--- config.mk ---
export PLATFORM = sky130hd
export DESIGN_NAME = flow_controller
export DESIGN_NICKNAME = d
export VERILOG_FILES = /design/src/rtl/flow_ctrl_pkg.sv /design/src/rtl/flow_wait_counter.sv /design/src/rtl/flow_controller.sv
export SDC_FILE = /design/constraint.sdc
export NUM_CORES = 1
export LEC_CHECK = 0
export BUFFER_PORTS_ARGS = -buffer_cell sky130_fd_sc_hd__buf_2
export CORE_MARGIN = 2
export CORE_UTILIZATION = 47
export CTS_CLUSTER_DIAMETER = 200
export CTS_CLUSTER_SIZE = 25
export DETAILED_ROUTE_END_ITERATION = 8
export GPL_ROUTABILITY_DRIVEN = 0
export PLACE_DENSITY = 0.77
export SKIP_CTS_REPAIR_TIMING = 1
export SYNTH_ARGS = -nofsm -noshare
export SYNTH_HDL_FRONTEND = slang
export SYNTH_SLANG_ARGS = --single-unit
--- constraint.sdc ---
create_clock -name clk -period 6.5 [get_ports clk]
set_input_delay 0.975 -clock clk [delete_from_list [all_inputs] [get_ports clk]]
set_output_delay 0.975 -clock clk [all_outputs]
set_load 0.05 [all_outputs]
--- src/rtl/flow_ctrl_pkg.sv ---
// Shared definitions for the program-flow controller: bus port codes,
// core state encoding and instruction-regfile mode encodings.
package flow_ctrl_pkg;

  // Port codes within the controller device
  localparam int unsigned PORT_JUMP_LARGER  = 1;
  localparam int unsigned PORT_JUMP_SMALLER = 2;
  localparam int unsigned PORT_JUMP_EQUAL   = 3;
  localparam int unsigned PORT_JUMP_UNEQUAL = 4;
  localparam int unsigned PORT_JUMP_DIRECT  = 5;
  localparam int unsigned PORT_JUMP_ADDR    = 6;
  localparam int unsigned PORT_WAIT         = 7;
  localparam int unsigned PORT_STOP         = 8;

  // Core state
  typedef enum logic [1:0] {
    ST_RST  = 2'd0,
    ST_WORK = 2'd1,
    ST_WAIT = 2'd2,
    ST_STOP = 2'd3
  } state_e;

  // Instruction regfile mode
  localparam logic [1:0] REGF_IDLE = 2'b00;
  localparam logic [1:0] REGF_RST  = 2'b01;
  localparam logic [1:0] REGF_WORK = 2'b10;

endpackage

--- src/rtl/flow_wait_counter.sv ---
// Wait-stall down-counter.
// Ports: clk, rst (async active-high), load_i/load_val_i load a count,
// last_o is high while the count equals 1 (final stall cycle).
module flow_wait_counter #(
  parameter int unsigned WAIT_WIDTH = 8
) (
  input  logic                  clk,
  input  logic                  rst,
  input  logic                  load_i,
  input  logic [WAIT_WIDTH-1:0] load_val_i,
  output logic                  last_o
);

  logic [WAIT_WIDTH-1:0] count_q, count_d;

  // Load has priority; otherwise count down and rest at zero
  always_comb begin
    count_d = count_q;
    if (load_i) begin
      count_d = load_val_i;
    end else if (count_q != '0) begin
      count_d = count_q - WAIT_WIDTH'(1);
    end
  end

  always_ff @(posedge clk or posedge rst) begin
    if (rst) begin
      count_q <= '0;
    end else begin
      count_q <= count_d;
    end
  end

  assign last_o = (count_q == WAIT_WIDTH'(1));

endmodule

--- src/rtl/flow_controller.sv ---
// Program-flow controller: decodes bus writes to its device, owns the
// instruction pointer, and sequences the RST/WORK/WAIT/STOP core state.
// Ports: clk, rst (async active-high); bus write i_valid/i_device/i_address/
// i_data; ALU flags i_flags {larger,smaller,equal}; fetch i_advance.
// Outputs (all from registered state): o_ir_regfile_en, o_ir_pointer,
// o_stall, o_halted, o_jump_taken.
module flow_controller
  import flow_ctrl_pkg::*;
#(
  parameter int unsigned            DATA_WIDTH = 16,
  parameter int unsigned            PTR_WIDTH  = 16,
  parameter int unsigned            WAIT_WIDTH = 8,
  parameter logic [DATA_WIDTH-1:0]  DEVICE_ID  = DATA_WIDTH'(16'h0001),
  parameter logic [PTR_WIDTH-1:0]   RESET_PTR  = '0
) (
  input  logic                  clk,
  input  logic                  rst,
  input  logic                  i_valid,
  input  logic [DATA_WIDTH-1:0] i_device,
  input  logic [DATA_WIDTH-1:0] i_address,
  input  logic [DATA_WIDTH-1:0] i_data,
  input  logic [2:0]            i_flags,
  input  logic                  i_advance,
  output logic [1:0]            o_ir_regfile_en,
  output logic [PTR_WIDTH-1:0]  o_ir_pointer,
  output logic                  o_stall,
  output logic                  o_halted,
  output logic                  o_jump_taken
);

  state_e                 state_q, state_d;
  logic [PTR_WIDTH-1:0]   ptr_q, ptr_d;
  logic [PTR_WIDTH-1:0]   tgt_q, tgt_d;
  logic                   jump_q, jump_d;
  logic                   wait_load;
  logic                   wait_last;
  logic                   take_jump;

  logic                   cmd;
  logic                   op_larger, op_smaller, op_equal, op_unequal;
  logic                   op_direct, op_addr, op_wait, op_stop;
  logic                   cond_hit;
  logic [WAIT_WIDTH-1:0]  wait_n;

  // Command decode
  assign cmd        = i_valid && (i_device == DEVICE_ID);
  assign op_larger  = (i_address == DATA_WIDTH'(PORT_JUMP_LARGER));
  assign op_smaller = (i_address == DATA_WIDTH'(PORT_JUMP_SMALLER));
  assign op_equal   = (i_address == DATA_WIDTH'(PORT_JUMP_EQUAL));
  assign op_unequal = (i_address == DATA_WIDTH'(PORT_JUMP_UNEQUAL));
  assign op_direct  = (i_address == DATA_WIDTH'(PORT_JUMP_DIRECT));
  assign op_addr    = (i_address == DATA_WIDTH'(PORT_JUMP_ADDR));
  assign op_wait    = (i_address == DATA_WIDTH'(PORT_WAIT));
  assign op_stop    = (i_address == DATA_WIDTH'(PORT_STOP));
  assign wait_n     = i_data[WAIT_WIDTH-1:0];

  // Flags are {larger, smaller, equal}
  assign cond_hit = (op_larger  &&  i_flags[2]) ||
                    (op_smaller &&  i_flags[1]) ||
                    (op_equal   &&  i_flags[0]) ||
                    (op_unequal && !i_flags[0]);

  // Next-state, pointer and target logic
  always_comb begin
    state_d   = state_q;
    ptr_d     = ptr_q;
    tgt_d     = tgt_q;
    jump_d    = 1'b0;
    wait_load = 1'b0;
    take_jump = 1'b0;
    case (state_q)
      ST_RST: begin
        if (cmd && op_addr) tgt_d = i_data[PTR_WIDTH-1:0];
        if (cmd && op_direct) begin
          take_jump = 1'b1;
          state_d   = ST_WORK;
        end
      end
      ST_WORK: begin
        if (i_advance) ptr_d = ptr_q + PTR_WIDTH'(1);
        if (cmd) begin
          if (op_addr) tgt_d = i_data[PTR_WIDTH-1:0];
          if (op_direct || cond_hit) take_jump = 1'b1;
          if (op_wait && (wait_n != '0)) begin
            state_d   = ST_WAIT;
            wait_load = 1'b1;
          end
          if (op_stop) state_d = ST_STOP;
        end
      end
      ST_WAIT: begin
        if (wait_last) state_d = ST_WORK;
      end
      ST_STOP: begin
        if (cmd && op_direct) begin
          take_jump = 1'b1;
          state_d   = ST_WORK;
        end
      end
      default: state_d = ST_RST;
    endcase
    // A taken jump overrides any same-cycle advance
    if (take_jump) begin
      ptr_d  = tgt_q;
      jump_d = 1'b1;
    end
  end

  always_ff @(posedge clk or posedge rst) begin
    if (rst) begin
      state_q <= ST_RST;
      ptr_q   <= RESET_PTR;
      tgt_q   <= '0;
      jump_q  <= 1'b0;
    end else begin
      state_q <= state_d;
      ptr_q   <= ptr_d;
      tgt_q   <= tgt_d;
      jump_q  <= jump_d;
    end
  end

  flow_wait_counter #(
    .WAIT_WIDTH (WAIT_WIDTH)
  ) u_wait_counter (
    .clk        (clk),
    .rst        (rst),
    .load_i     (wait_load),
    .load_val_i (wait_n),
    .last_o     (wait_last)
  );

  // Outputs decoded from registered state only
  always_comb begin
    o_ir_regfile_en = REGF_IDLE;
    case (state_q)
      ST_RST:  o_ir_regfile_en = REGF_RST;
      ST_WORK: o_ir_regfile_en = REGF_WORK;
      default: o_ir_regfile_en = REGF_IDLE;
    endcase
  end

  assign o_ir_pointer = ptr_q;
  assign o_stall      = (state_q == ST_WAIT);
  assign o_halted     = (state_q == ST_STOP);
  assign o_jump_taken = jump_q;

endmodule

==> run summary, run 1 <==
pre-CTS WS - 3360 ps
Sum Neg Setup Slack - 0 ps
Detail Route Antenna Nets - 0
Die Ht - 76.7 um
H-tree depth - 2
P_leak - 1.58 nW
multi-input logic area - 1340 um^2
drt wl/cell - 13.5 um
Layout Nets - 348
vias in the first global route - 1801
Boundary Pins - 76
Final Hold Fails - 0
Seq pwr share - 49.1%
FMAX - 0.355 GHz
number of flops mapped to enable cells by yosys - 0
Final Slew Violations - 0
clk_lat worst skew - 300 ps
Clock Sinks - 43
Comb power frac - 6.1%
Max Cap Viol - 0
Worst-path clk slew - 80 ps
Critical Path Fanout Max - 17
Yosys top cell area share - 43.3%
Sequential Area - 1080 um^2
Overflow after GRT - 0
die width - 76.7 um
CTS tree - done
Worst-Margin Slew - 527 ps
num rows - 26
Clock Power Share - 44.8%
ys flop type - dfrtp_1
worst setup margin - 3680 ps
Post-Synthesis Cell Area - 2480 um^2
outcome - complete, no violations
routed via count - 1899
largest net degree at the start of global routing - 44
Yosys reg bits - 43
Worst VDD drop - 0.0889 mV
period utilization - 43.4%
total CTS buffers - 5
Synth area leader - dfrtp_1
Sw Ratio - 19.9%
unrepaired setup endpoints after global routing - false
Synthesis Warnings - 0
WL final - 4.80 mm
Mapped Nets - 270
Mapped Cells - 207
Worst Path Arrival - 3000 ps
area of the die - 5880 um^2
minimum clock period - 2820 ps
Hold Crit Class - register to register
Layout area overhead - 23.2%
design area - 3060 um^2
Cell Int Power - 436 uW
fin util - 59.9%
initial cell density of the core - 48.6%
GRT Total Usage - 17.6%
WP data required - 6680 ps
Setup Viol. Count Final - 0
DP HPWL - 3.74 mm
CTS Root Cell - clkbuf_8
Seq/Total Area, Yosys - 43.3%
Synth async-reset ratio - 100%
Placed Area - 2930 um^2
Ant. Diodes - 0
critical path class - input port to register
DRT iter0 DRCs - 70
Synth Area per Inst - 12.0 um^2
First-pass DRT Iterations - 4
Slew HR - 64.9%
library cells used by synthesis - 37
routed vias/inst - 5.33
crit path launch type - input port
Longest Clk Path Bufs - 2
Net Sw Power - 108 uW
layout cells sized above 1 - 47.9%
# DRC - 0
initial antenna violation count - 0
Setup Skew - 10.0 ps
first-pass GRT wire length - 8.25 mm
Synth area leaders - dfrtp_1 43%, mux2_2 16%, xnor2_1 6.0%, mux2_4 5.4%, ha_1 4.0%
Critical Path Sink Type - register
port buffer count - 75
Core ar. - 5110 um^2
Pwr Density - 178 nW/um^2
# fillers - 434
## synthesized netlist by cell type (2+ instances only)
master,n
a21oi_1,2
and3_1,3
and4_1,3
clkbuf_1,5
dfrtp_1,43
ha_1,8
inv_1,8
mux2_2,36
mux2_4,9
mux2i_1,2
nand2_1,12
nand3_1,8
nand4_1,6
nor2_1,7
nor3_1,2
nor4_1,6
nor4_4,4
o211ai_1,2
o21ai_0,6
or4_1,2
xnor2_1,17
## metrics by stage
| stage | hold WS (ps) | instances | total power, mW |
|---|---|---|---|
| 3_5_place_dp | 491 | 348 | 0.307 |
| 3_3_place_gp | 481 | 348 | 0.306 |
| 5_1_grt | 525 | 356 | 0.565 |
| 6_report | 504 | 356 | 0.544 |
| 4_1_cts | 511 | 356 | 0.551 |
| 2_1_floorplan | 474 | 207 | 0.283 |
## cell type report
class | count | share of cell area, %
well taps | 70 | 2.86
flip-flops and latches | 43 | 35.2
clock inverters | 2 | 1.96
multi-input cells | 149 | 43.6
inverters | 8 | 0.982
clock buffers | 6 | 2.37
repair buffers | 78 | 13.0
## critical path, stage by stage
cell	delay [ps]
buf_2	90
nor4_1	450
nand4_2	170
or3_4	380
nor4_4	240
buf_4	310
mux2_2	370
## cell usage in the layout, fill, tap and decap left out, types with 3 or more instances in the layout
cell type,count
nand4_1,6
nor4_1,6
buf_2,75
mux2_4,9
inv_1,8
nand3_1,8
nor4_4,4
and3_1,3
nand2_1,12
clkbuf_8,5
o21ai_0,6
buf_4,3
mux2_2,36
dfrtp_1,43
ha_1,8
and4_1,3
nor2_1,7
xnor2_1,17
## flip-flops by register name, indices dropped and copies added (netlist names)
register,cells
o_ir_pointer,16
tgt_q,16
state_q,2
u_wait_counter.count_q,8
o_jump_taken,1
## power groups by stage
stage | Clock [mW] | Combinational [mW] | Sequential (mW)
CTS | 0.250 | 0.0341 | 0.267
finish | 0.244 | 0.0333 | 0.267
global placement | 0 | 0.0334 | 0.273
floorplan | 0 | 0.0100 | 0.273
detailed placement | 0 | 0.0341 | 0.273
global route | 0.260 | 0.0376 | 0.267
## routing by layer
metal | up-vias | wire length, um | part of all wire (%) | global-route usage, %
met5 | - | 0 | 0 | 0
met4 | 0 | 61 | 1.3 | 4.91
met3 | 7 | 294 | 6.1 | 4.47
met2 | 66 | 2350 | 49 | 30.4
met1 | 903 | 2100 | 44 | 21.6
li1 | 923 | - | - | -
## cells by family (layout without fill, tap and decap cells)
family / count (synthesis) / after routing / share of synthesized area [%]
AND/OR/NAND/NOR: 61 / 61 / 16.9
adder cells (fa/ha/maj): 8 / 8 / 4.03
XOR/XNOR: 18 / 18 / 6.35
buffers and inverters: 15 / 94 / 2.87
AO/OA/AOI/OAI: 15 / 15 / 3.93
flip-flops: 43 / 43 / 43.3
multiplexers: 47 / 47 / 22.6
## worst paths after layout
path                                         from  slack, ps                      endpoint  cells after the start
min reg2reg                  tgt_q[3]$_DFFE_PP0P_        500   o_ir_pointer[3]$_DFFE_PP0P_                      1
min in group asynchronous                     rst        800  o_ir_pointer[10]$_DFFE_PP0P_                      3
min                          tgt_q[3]$_DFFE_PP0P_        500   o_ir_pointer[3]$_DFFE_PP0P_                      1
max reg2reg                state_q[1]$_DFFE_PP0P_       4330  o_ir_pointer[15]$_DFFE_PP0P_                      7
max                                  i_device[11]       3680   o_ir_pointer[9]$_DFFE_PP0P_                      7
max in group asynchronous                     rst       5330   o_ir_pointer[9]$_DFFE_PP0P_                      3
(Power assumes the default switching activity.)
==> inputs of run 2 (changes only) <==
--- a/config.mk
+++ b/config.mk
@@ -7,12 +7,12 @@
 export LEC_CHECK = 0
 export BUFFER_PORTS_ARGS = -buffer_cell sky130_fd_sc_hd__buf_2
 export CORE_MARGIN = 2
-export CORE_UTILIZATION = 47
+export CORE_UTILIZATION = 46
 export CTS_CLUSTER_DIAMETER = 200
 export CTS_CLUSTER_SIZE = 25
 export DETAILED_ROUTE_END_ITERATION = 8
 export GPL_ROUTABILITY_DRIVEN = 0
-export PLACE_DENSITY = 0.77
+export PLACE_DENSITY = 0.79
 export SKIP_CTS_REPAIR_TIMING = 1
 export SYNTH_ARGS = -nofsm -noshare
 export SYNTH_HDL_FRONTEND = slang
==> constraint.sdc (replaced) <==
create_clock -name clk -period 2.37 [get_ports clk]
set_input_delay 0.3555 -clock clk [delete_from_list [all_inputs] [get_ports clk]]
set_output_delay 0.3555 -clock clk [all_outputs]
set_load 0.05 [all_outputs]
==> run 2 against run 1 <==
Against the previous run:
- via count is 0.79% lower
- clock skew is 5.1 ps lower
- count of clock-buffer cells in the layout stayed put
- critical path depth stayed put
- sequential cell count stayed put
- global-route usage hardly changed
- utilization is 0.37 points lower
- register-to-register slack worse by 4000 ps
- design area is 0.65% higher
- combinational power grew to 2.9 times the previous value
- critical path type unchanged
==> run summary, run 2 (synthesis gave the netlist of run 1 again) <==
outcome - complete, no violations
CTS Root Cell - clkbuf_8
worst-path cell chain - buf_2 -> nor4_4 -> nand4b_2 -> or3_4 -> nor4_4 -> buf_12 -> mux2_2
DP HPWL - 3.95 mm
Core ar. - 5170 um^2
unrepaired setup endpoints after global routing - false
Worst-Margin Slew - 547 ps
slowest cell delay on critical path - 420 ps
# DRC - 0
Crit Reg-Reg Startpoint - state_q[1]$_DFFE_PP0P_
Worst VDD drop - 0.205 mV
Global Route met1 Usage - 20.1%
Layout area overhead - 24.0%
GRT Total Usage - 17.6%
met2 usage - 33.3%
Pwr Density - 421 nW/um^2
total CTS buffers - 5
Max Cap Viol - 0
cell mode on critical path - nor4_4
CTS tree - done
drt wl/cell - 13.8 um
largest net degree at the start of global routing - 44
First-pass DRT Iterations - 4
Critical Path Fanout Max - 17
CP Launch Point - i_address[9]
Worst-path clk slew - 80 ps
minimum clock period - 2090 ps
CP max stage cell - or3_4
WP data required - 2540 ps
num rows - 26
port buffer count - 75
grt met3 use - 4.19%
Worst Path Arrival - 2260 ps
Final Slew Violations - 0
layout cells sized above 1 - 49.3%
WL final - 5.00 mm
first-pass GRT wire length - 8.47 mm
Sum Neg Setup Slack - 0 ps
Slew HR - 63.5%
die width - 77.5 um
initial cell density of the core - 48.0%
Clock Sinks - 43
vias in the first global route - 1916
H-tree depth - 2
commonest non-fill, non-tap cells in the layout - 75 x buf_2, 43 x dfrtp_1, 36 x mux2_2
FMAX - 0.479 GHz
Ant. Diodes - 0
Overflow after GRT - 0
worst reg-to-reg setup slack - 340 ps
Detail Route Antenna Nets - 0
Hold Crit Class - input port to asynchronous set/reset pin
Setup Viol. Count Final - 0
Boundary Pins - 76
P_leak - 1.60 nW
crit path launch type - input port
GRT Max-Usage Layer - met2
commonest non-fill, non-tap cell in the layout - buf_2
routed via count - 1884
Worst Setup EP - o_ir_pointer[10]$_DFFE_PP0P_
Setup Skew - 4.92 ps
Final Hold Fails - 0
critical path class - input port to register
Layout Nets - 355
area of the die - 6000 um^2
routed vias/inst - 5.20
FF-to-FF path depth - 7
Die Ht - 77.5 um
initial antenna violation count - 0
hold slack - 190 ps
worst r2r dst - o_ir_pointer[7]$_DFFE_PP0P_
period utilization - 88.2%
Longest Clk Path Bufs - 2
clk_lat worst skew - 290 ps
# fillers - 440
Critical Path Sink Type - register
DRT iter0 DRCs - 79
-- run 2: cell types whose count changed in the layout (fill, tap and decap cells not counted) --
cell,delta
bufinv_16,-2
clkbuf_1,-1
clkinv_2,+1
buf_4,+6
buf_12,+1
clkbuf_8,+1
-- run 2: worst min path at each step --
stage                                   end
6_report               tgt_q[6]$_DFFE_PP0P_
5_1_grt                tgt_q[7]$_DFFE_PP0P_
4_1_cts                tgt_q[6]$_DFFE_PP0P_
3_5_place_dp    o_ir_pointer[4]$_DFFE_PP0P_
3_3_place_gp   o_ir_pointer[11]$_DFFE_PP0P_
2_1_floorplan  o_ir_pointer[10]$_DFFE_PP0P_
-- run 2: worst max-delay path: cells and delay by family --
kind,cells,cell delay [ps]
muxes,1,350
and+or+nand+nor,4,1220
buffers and inverters,2,320
-- run 2: final cells by class --
class                           instances  area, um^2  share of cell area [%]
Multi-Input combinational cell        149        1340                    43.4
Timing Repair Buffer                   85         463                    15.0
Clock buffer                            6        82.6                    2.68
Tap cell                               70        87.6                    2.84
Sequential cell                        43        1080                    34.9
Inverter                                8        30.0                   0.975
Clock inverter                          1        5.00                   0.163
-- run 2: power breakdown --
part | leakage, nW | internal [mW] | switching, mW
logic | 0.948 | 0.0438 | 0.0512
registers | 0.601 | 0.733 | 0.00000000658
clock network | 0.0470 | 0.229 | 0.238
-- run 2: through the flow --
step	cells	utilization, %	area (um^2)	power (mW)	worst slack, ps
detailed placement	355	57.8	2990	0.845	-26.8
global placement	355	57.8	2990	0.842	23.4
finish	362	59.5	3080	1.29	280
global route	362	59.5	3080	1.36	177
floorplan	207	-	2480	0.775	17.8
CTS	362	59.5	3080	1.32	272
-- run 2: metal layers --
metal  up-vias  wire length [um]
met4         0                22
met5         -                 0
met3         3               293
met2        70              2540
li1        927                 -
met1       884              2140
==> inputs of run 3 (changes only) <==
--- a/config.mk
+++ b/config.mk
@@ -5,14 +5,16 @@
 export SDC_FILE = /design/constraint.sdc
 export NUM_CORES = 1
 export LEC_CHECK = 0
+export ABC_AREA = 1
 export BUFFER_PORTS_ARGS = -buffer_cell sky130_fd_sc_hd__buf_2
+export CAP_MARGIN = 10
 export CORE_MARGIN = 2
-export CORE_UTILIZATION = 46
+export CORE_UTILIZATION = 47
 export CTS_CLUSTER_DIAMETER = 200
 export CTS_CLUSTER_SIZE = 25
 export DETAILED_ROUTE_END_ITERATION = 8
 export GPL_ROUTABILITY_DRIVEN = 0
-export PLACE_DENSITY = 0.79
+export PLACE_DENSITY = 0.78
 export SKIP_CTS_REPAIR_TIMING = 1
 export SYNTH_ARGS = -nofsm -noshare
 export SYNTH_HDL_FRONTEND = slang
==> run 3 against run 2 <==
Against the previous run:
- via count is 50% higher
- die area is 14% higher
- routed wire length is 31% higher
- critical path type is now register to register
==> run summary, run 3 <==
outcome - complete, no violations
WP data required - 2550 ps
area of the die - 6810 um^2
num rows - 28
WL final - 6.54 mm
Worst-Margin Slew - 561 ps
slowest cell delay on critical path - 420 ps
Setup Viol. Count Final - 0
period utilization - 84.2%
Max Cap Viol - 0
GRT Total Usage - 21.1%
FMAX - 0.501 GHz
Core ar. - 5960 um^2
most frequent cells after synthesis - 103 x nand2_1, 71 x nand3_1, 43 x dfrtp_1
Worst VDD drop - 0.321 mV
Critical Path Sink Type - register
Synth async-reset ratio - 100%
routed via count - 2835
Sum Neg Setup Slack - 0 ps
Synth area leaders - dfrtp_1 37%, nand2_1 13%, nand3_1 12%, nor2_1 5.4%, inv_1 5.3%
largest net degree at the start of global routing - 44
CP max stage cell - dfrtp_1
Mapped Nets - 469
Final Slew Violations - 0
Layout Nets - 545
CP Launch Point - state_q[1]$_DFFE_PP0P_
Longest Clk Path Bufs - 2
clk_lat worst skew - 290 ps
die width - 82.5 um
Die Ht - 82.5 um
Seq/Total Area, Yosys - 37.1%
Setup Skew - 5.68 ps
critical path class - register to register
Crit path depth - 9
Synthesis Warnings - 0
DRT iter0 DRCs - 143
P_leak - 1.84 nW
Final Hold Fails - 0
Worst-path clk slew - 80 ps
layout cells sized above 1 - 23.2%
first-pass GRT wire length - 11.3 mm
total CTS buffers - 5
number of flops mapped to enable cells by yosys - 0
cell mode on critical path - inv_1
commonest non-fill, non-tap cells in the layout - 103 x nand2_1, 75 x buf_2, 71 x nand3_1
Yosys top cell area share - 37.1%
CTS tree - done
initial antenna violation count - 0
Boundary Pins - 76
hold slack - 181 ps
CTS Root Cell - clkbuf_8
Layout area overhead - 17.7%
DP HPWL - 5.20 mm
Overflow after GRT - 0
Crit Reg-Reg Startpoint - state_q[1]$_DFFE_PP0P_
H-tree depth - 2
worst-path cell chain - inv_1 -> ha_1 -> inv_2 -> a21oi_1 -> nand2_1 -> nor2_4 -> nand3_4 -> o21ai_1 -> inv_1
Hold Crit Class - input port to asynchronous set/reset pin
minimum clock period - 2000 ps
Mapped Cells - 406
Crit path max-delay family - simple AND/OR/NAND/NOR gates
Slew HR - 62.5%
First-pass DRT Iterations - 4
Post-Synthesis Cell Area - 2900 um^2
routed vias/inst - 5.09
Ant. Diodes - 0
Yosys reg bits - 43
crit path launch type - register
commonest non-fill, non-tap cell in the layout - nand2_1
Clock Sinks - 43
vias in the first global route - 2713
most numerous cell in the Yosys netlist - nand2_1
FF-to-FF path depth - 9
Pwr Density - 505 nW/um^2
Synth Area per Inst - 7.14 um^2
Detail Route Antenna Nets - 0
port buffer count - 75
initial cell density of the core - 48.7%
drt wl/cell - 11.7 um
Synth area leader - dfrtp_1
# DRC - 0
ys flop type - dfrtp_1
crit path buf inv count - 3
unrepaired setup endpoints after global routing - false
library cells used by synthesis - 33
Critical Path Fanout Max - 26
Worst Path Arrival - 2180 ps
-- run 3: cell families (layout without fill, tap and decap cells) --
family	count (synthesis)	in the layout	share of synthesized area [%]
compound gates	28	28	6.00
fa+ha+maj	8	8	3.45
xor+xnor	12	12	3.63
simple gates	258	258	41.1
flops	43	43	37.1
buf+inv	57	133	8.67
-- run 3: power by group --
| part | switching [mW] | internal, mW |
|---|---|---|
| combinational | 0.292 | 0.135 |
| clock | 0.232 | 0.229 |
| sequential | 0.0620 | 0.773 |
| total | 0.586 | 1.14 |
-- run 3: worst register-to-register path, delay by kind of cell, from the launching register on --
| family | cells | cell delay, ps |
|---|---|---|
| fa+ha+maj | 1 | 320 |
| flops | 1 | 420 |
| buf+inv | 3 | 270 |
| compound gates | 2 | 360 |
| simple gates | 3 | 530 |
-- run 3: path summary, 6_finish.rpt --
path / slack [ps] / endpoint
max: 370 / o_ir_pointer[0]$_DFFE_PP0P_
min: 180 / state_q[0]$_DFFE_PP0P_
max reg2reg: 370 / o_ir_pointer[0]$_DFFE_PP0P_
min reg2reg: 480 / tgt_q[9]$_DFFE_PP0P_
max in group asynchronous: 1800 / tgt_q[3]$_DFFE_PP0P_
min in group clk: 310 / tgt_q[15]$_DFFE_PP0P_
-- run 3: per-stage QoR --
step / cells / instance area [um^2] / power, mW / utilization, % / setup slack (ps)
finish: 557 / 3410 / 1.72 / 57.3 / 374
global route: 557 / 3410 / 1.82 / 57.3 / 161
CTS: 557 / 3410 / 1.74 / 57.3 / 368
detailed placement: 550 / 3320 / 1.28 / 55.8 / 376
global placement: 550 / 3320 / 1.27 / 55.8 / 521
floorplan: 406 / 2900 / 1.14 / - / 551
-- run 3: area by class of cell --
| cell class | count | area (um^2) |
|---|---|---|
| Clock buffer | 6 | 82.6 |
| Clock inverter | 1 | 5.00 |
| Fill cell | 579 | 2540 |
| Inverter | 47 | 178 |
| Multi-Input combinational cell | 306 | 1570 |
| Sequential cell | 43 | 1080 |
| Tap cell | 75 | 93.8 |
| Timing Repair Buffer | 79 | 405 |
-- run 3: routing by layer --
layer | vias up | GRT usage [%] | wire, um
met4 | 0 | 5.90 | 58
met2 | 65 | 37.3 | 3210
met1 | 1280 | 26.3 | 3000
met3 | 7 | 3.91 | 271
met5 | - | 0 | 0
li1 | 1483 | - | -
